===== src/rtl/reg_file_sb.sv =====
// -----------------------------------------------------------------------------
// reg_file_sb: integer register file with issue scoreboard.
//   NREG x XLEN array, register 0 hard-wired to zero.
//   Two combinational read ports and one synchronous write (writeback) port.
//   One busy bit per register, set by issuing a producer and cleared by writeback.
//   A combinational stall flag covers RAW and WAW hazards.
//   A snoop port exposes the stored value of register SNOOP_IDX.
//
// Ports:
//   clk, reset_n                   clock, asynchronous active-low reset
//   rs1_addr/rs2_addr -> rs1_data/rs2_data   combinational read ports
//   wr_en, wr_addr, wr_data        writeback; also clears busy[wr_addr]
//   iss_valid, iss_rd, iss_rd_we   issue request and its destination
//   iss_rs1_use, iss_rs2_use       issue reads the rs1_addr/rs2_addr sources
//   stall, iss_fire                hazard flag, issue accepted
//   snoop_data                     stored value of register SNOOP_IDX
//   busy_cnt                       population count of the busy bits
//
// Optional feature, enabled by defining the macro REG_FILE_SB_BYPASS_EN:
//   write-to-read bypass. A writeback also resolves a hazard in the same cycle.
// -----------------------------------------------------------------------------
module reg_file_sb #(
    parameter  int unsigned XLEN      = 32,
    parameter  int unsigned NREG      = 32,
    parameter  int unsigned SNOOP_IDX = 17,
    localparam int unsigned AW        = $clog2(NREG)
) (
    input  logic            clk,
    input  logic            reset_n,
    input  logic [AW-1:0]   rs1_addr,
    input  logic [AW-1:0]   rs2_addr,
    output logic [XLEN-1:0] rs1_data,
    output logic [XLEN-1:0] rs2_data,
    input  logic            wr_en,
    input  logic [AW-1:0]   wr_addr,
    input  logic [XLEN-1:0] wr_data,
    input  logic            iss_valid,
    input  logic [AW-1:0]   iss_rd,
    input  logic            iss_rd_we,
    input  logic            iss_rs1_use,
    input  logic            iss_rs2_use,
    output logic            stall,
    output logic            iss_fire,
    output logic [XLEN-1:0] snoop_data,
    output logic [AW:0]     busy_cnt
);

    localparam logic [AW-1:0] SNOOP_A = AW'(SNOOP_IDX);

    logic [XLEN-1:0] regs_q [NREG];
    logic [NREG-1:0] busy_q, busy_d;
    logic [AW:0]     cnt_q, cnt_d;

    logic wr_act;
    logic set_act;
    logic byp1, byp2, bypd;
    logic hz1, hz2, hzd;

    // A write to register 0 is dropped entirely (no data, no busy clear)
    assign wr_act  = wr_en & (wr_addr != '0);
    assign set_act = iss_fire & iss_rd_we & (iss_rd != '0);

`ifdef REG_FILE_SB_BYPASS_EN
    assign byp1 = wr_act & (wr_addr == rs1_addr);
    assign byp2 = wr_act & (wr_addr == rs2_addr);
    assign bypd = wr_act & (wr_addr == iss_rd);
`else
    assign byp1 = 1'b0;
    assign byp2 = 1'b0;
    assign bypd = 1'b0;
`endif

    // Read ports: register 0 reads zero; the bypass overrides the array
    always_comb begin
        rs1_data = regs_q[rs1_addr];
        rs2_data = regs_q[rs2_addr];
        if (byp1) rs1_data = wr_data;
        if (byp2) rs2_data = wr_data;
        if (rs1_addr == '0) rs1_data = '0;
        if (rs2_addr == '0) rs2_data = '0;
    end

    // A pending writeback hides the hazard only when the bypass is present
    assign hz1 = busy_q[rs1_addr] & (rs1_addr != '0) & ~byp1;
    assign hz2 = busy_q[rs2_addr] & (rs2_addr != '0) & ~byp2;
    assign hzd = busy_q[iss_rd]   & (iss_rd   != '0) & ~bypd;

    assign stall    = iss_valid & ((iss_rs1_use & hz1) | (iss_rs2_use & hz2) | (iss_rd_we & hzd));
    assign iss_fire = iss_valid & ~stall;

    // Next busy state: clear first so that a same-edge set wins
    always_comb begin
        busy_d = busy_q;
        if (wr_act)  busy_d[wr_addr] = 1'b0;
        if (set_act) busy_d[iss_rd]  = 1'b1;
        busy_d[0] = 1'b0;
    end

    // Population count of the next busy vector, registered alongside it
    always_comb begin
        cnt_d = '0;
        for (int unsigned i = 0; i < NREG; i++) begin
            cnt_d = cnt_d + (AW+1)'(busy_d[i]);
        end
    end

    // Register array
    always_ff @(posedge clk or negedge reset_n) begin
        if (!reset_n) begin
            for (int unsigned i = 0; i < NREG; i++) begin
                regs_q[i] <= '0;
            end
        end else if (wr_act) begin
            regs_q[wr_addr] <= wr_data;
        end
    end

    // Scoreboard state
    always_ff @(posedge clk or negedge reset_n) begin
        if (!reset_n) begin
            busy_q <= '0;
            cnt_q  <= '0;
        end else begin
            busy_q <= busy_d;
            cnt_q  <= cnt_d;
        end
    end

    assign snoop_data = regs_q[SNOOP_A];
    assign busy_cnt   = cnt_q;

endmodule


===== config.mk =====
export PLATFORM = sky130hd
export DESIGN_NAME = reg_file_sb
export DESIGN_NICKNAME = d
export VERILOG_FILES = /design/src/rtl/reg_file_sb.sv
export SDC_FILE = /design/constraint.sdc
export NUM_CORES = 2
export LEC_CHECK = 0
export BUFFER_PORTS_ARGS = -buffer_cell sky130_fd_sc_hd__buf_2
export CAP_MARGIN = 5
export CORE_ASPECT_RATIO = 0.6
export CORE_MARGIN = 4
export CORE_UTILIZATION = 55
export DETAILED_ROUTE_END_ITERATION = 8
export PLACE_DENSITY = 0.73
export SYNTH_ARGS = -nofsm -noshare
export SYNTH_HDL_FRONTEND = slang
export SYNTH_SLANG_ARGS = --single-unit

===== constraint.sdc =====
create_clock -name clk -period 7.8 [get_ports clk]
set_input_delay 0.78 -clock clk [delete_from_list [all_inputs] [get_ports clk]]
set_output_delay 0.78 -clock clk [all_outputs]
set_load 0.1 [all_outputs]

==> impl_results.md <==
* Placed Cells at around 4800
* Avg Cell Area, Syn at approximately 16 um2
* Full die area at about 110000 um2
* Slew HR at a little under a quarter
* Routed wire length per instance at 33.9 um
* RSZ-0062 raised after global routing: false
* H-tree levels at 3
* Nets at 3574
* DRT Pass-1 Iters at 6
* Vias in the first global route at approximately 37000
* Vias at 35300
* Max-slew violations at 0
* Crit path buf inv count at 4
* Worst hold path type: in2async
* Filler Cell Count at 7581
* Fmax at 148 MHz
* Initial core utilization at between 50% and 60%
* Syn-to-layout area delta at 8.26%
* Slowest stage delay, CP at 0.58 ns
* Via-to-Cell Ratio at just over 7
* Antenna violations before repair at 9
* P_int at between 10 and 15 mW
* Most common cell after layout, fill and taps aside: dfrtp_1
* Sink Count at between 1000 and 1500
* R2r setup slk at between 1 and 1.5 ns
* Root Buffer Master: clkbuf_16
* Clock transition at path regs at approximately 0.06 ns
* LEAKAGE at ~27 nW
* CTS tree: yes
* First-pass GRT wire length at 251000 um
* Critical path's top delay family: adder cells
* Chip Height at around 260 um
* Asr flop ratio synth at 100%
* Clock Path Buffers at 3
* Core area at between 100000 and 150000 um2
* Worst VDD drop at about 0.00022 V
* Critical path endpoint: busy_cnt[4]
* Io pins at approximately 160
* Layout cells sized above 1 at 58.0%
* FF-to-FF End: busy_cnt[4]
* Critical path cell sequence: mux4_2, nor2b_1, a31o_1, nor4_2, o2111a_1, buf_12, a32oi_1, fa_1, fa_1, fa_1, inv_1, fa_1, inv_1, fa_1, fa_1, fa_1, inv_1, fa_1, a21o_1, a21oi_1, xnor2_1
* Largest net degree at the start of global routing at roughly 150
* Fin Setup TNS at 0 ns
* Power share of the clock group at 28.6%
* Routability Congestion at approximately 0.89
* Status: finished, final reports clean
* Post-CTS Setup Inserts at 0
* Max-Cap Viols at 0
* P per Cell Area at around 280 nW/um2
* DRC viols at 0
* CP Max Fanout at 34
* Minimum clock period at around 6.7 ns
* Worst Setup SP: busy_q[6]
* Critical path arrival at ~7.3 ns
* RR Startpoint: busy_q[6]
* Top FF cell, synth: dfrtp_1
* Sequential-to-total area share from yosys stat at about 46%
* Syn Nets at around 3700
* Most frequent cells in the layout: dfrtp_1, mux2_2, mux4_2, buf_2, clkbuf_16
* Slew @ Worst Pin at 1.16 ns
* Psw at 5.80 mW
* Routed Antenna Nets at 0
* Worst Setup Start Kind: flop
* Worst-Skew Late Latency at approximately 0.7 ns
* Sequential Power Share at about two fifths
* Seq cells post-synth at between 1000 and 1500
* Num CTS Buffers at about 100
* Req. time, crit path at between 8 and 9 ns
* Slowest-stage cell, CP: fa_1
* PortBufs at about 160
* Gr usage total at a little under a third
* Number of enable flip-flop cells after synthesis at 0
* Netlist Area Pre-Place at ~58000 um2
* Die width at ~430 um
* Number of hold buffers added after CTS at 0
* Overflow after GRT at 0
* Yosys warns at 0
* Post-Layout Cell Count at between 4000 and 5000
* 1st-iter DRT viols at around 3900
* Yosys cell types at 51
* Worst reg2reg path depth at 21
* Final hold vios at 0
* Fin crit share at between 80% and 90%
* Skew final at around 0.019 ns
* Routed WL at between 150000 and 200000 um
* Top cell by count, worst path: fa_1
* FP Rows at a little over 90
* WS Path Type: reg2reg
* Worst Setup End Kind: flop
* Number of cells on the critical path at 21
* Switching share of power at between 30 and 40%
* Setup Viol. Count Final at 0
* Post-DP HPWL at just over 90000 um
* Synth Instances at around 3600
* Post-CTS sizing at 0
* Logic gate share of total power at ~30%
-- layer usage --
layer / wire length [um] / global-route usage [%]
met3: 15100 / 7.29
met4: 5080 / 9.37
met1: 70000 / 45.1
met5: 28 / 0
met2: 78200 / 46.7
-- sequential cells by signal, indices dropped and copies added (netlist names) --
register / count
busy_q: 31
regs_q: 992
snoop_data: 32
busy_cnt: 6
-- power by group through the flow --
| stage | clock (mW) | sequential [mW] | combinational (mW) |
|---|---|---|---|
| finish | 5.06 | 7.38 | 5.24 |
| global route | 5.36 | 7.49 | 5.61 |
| CTS | 5.13 | 7.34 | 5.28 |
| detailed placement | 0 | 7.44 | 5.27 |
| global placement | 0 | 7.28 | 5.12 |
| floorplan | 0 | 7.23 | 4.22 |
-- worst min path at each step --
stage / startpoint / to / slack [ns] / depth (start not counted)
after floorplan: regs_q[1000] / regs_q[1000] / 0.44 / 1
after global placement: regs_q[994] / regs_q[994] / 0.38 / 0
after detailed placement: regs_q[998] / regs_q[998] / 0.38 / 0
after CTS: reset_n / regs_q[125] / 0.13 / 1
after global routing: reset_n / regs_q[125] / 0.17 / 1
final: reset_n / regs_q[125] / 0.13 / 1
-- cell type report --
cell class                      instances  area (um2)  area share (%)
Antenna cell                            6        15.0          0.0240
Clock buffer                          141        2900            4.65
Clock inverter                         38         424           0.679
Inverter                               34         128           0.204
Multi-Input combinational cell       2046       29100            46.6
Sequential cell                      1061       26600            42.5
Tap cell                             1395        1750            2.80
Timing Repair Buffer                  241        1560            2.51
-- worst reg2reg max path, stage by stage, from the launching register on --
cell and delay (ns):
dfrtp_1 0.47, mux4_2 0.49, nor2b_1 0.15, a31o_1 0.19, nor4_2 0.25, o2111a_1 0.32, buf_12 0.21, a32oi_1 0.18
fa_1 0.58, fa_1 0.51, fa_1 0.49, inv_1 0.05, fa_1 0.53, inv_1 0.05, fa_1 0.46, fa_1 0.52
fa_1 0.18, inv_1 0.07, fa_1 0.45, a21o_1 0.19, a21oi_1 0.16, xnor2_1 0.14
-- stage by stage --
| stage | util [%] | worst slack [ns] | power (mW) | cell area, um2 | hold WS, ns |
|---|---|---|---|---|---|
| global placement | 57.2 | 0.429 | 12.4 | 59100 | 0.376 |
| detailed placement | 57.2 | 0.334 | 12.7 | 59100 | 0.384 |
| floorplan | - | 1.04 | 11.4 | 57700 | 0.441 |
| CTS | 60.4 | 1.06 | 17.8 | 62400 | 0.133 |
| finish | 60.4 | 1.06 | 17.7 | 62400 | 0.128 |
| global route | 60.4 | 0.790 | 18.5 | 62400 | 0.171 |
-- synthesized netlist by cell type, types with 8 or more instances --
cell type | n | area, um2
dfrtp_1 | 1061 | 26600
mux2_2 | 968 | 10900
mux4_2 | 658 | 14800
clkbuf_1 | 245 | 920
nor2_1 | 113 | 424
buf_2 | 76 | 380
mux2i_1 | 67 | 671
buf_1 | 62 | 233
buf_4 | 44 | 330
inv_1 | 32 | 120
mux2_1 | 32 | 360
fa_1 | 23 | 460
nand2_1 | 23 | 86.3
nor2b_1 | 19 | 119
a31o_1 | 16 | 140
a32o_1 | 16 | 160
buf_6 | 16 | 180
a32oi_1 | 14 | 123
nand2b_1 | 11 | 68.8
a31oi_1 | 10 | 62.6
and2_1 | 8 | 50.1
-- cell families after synthesis --
kind of cell    count (synthesis)  synth area share (%)
xor+xnor                        3                0.0456
fa+ha+maj                      30                 0.950
mux                          1725                  46.4
compound gates                 79                  1.14
buf+inv                       477                  3.76
flops                        1061                  46.0
simple gates                  209                  1.68
Power figures use the tool's default switching activity.
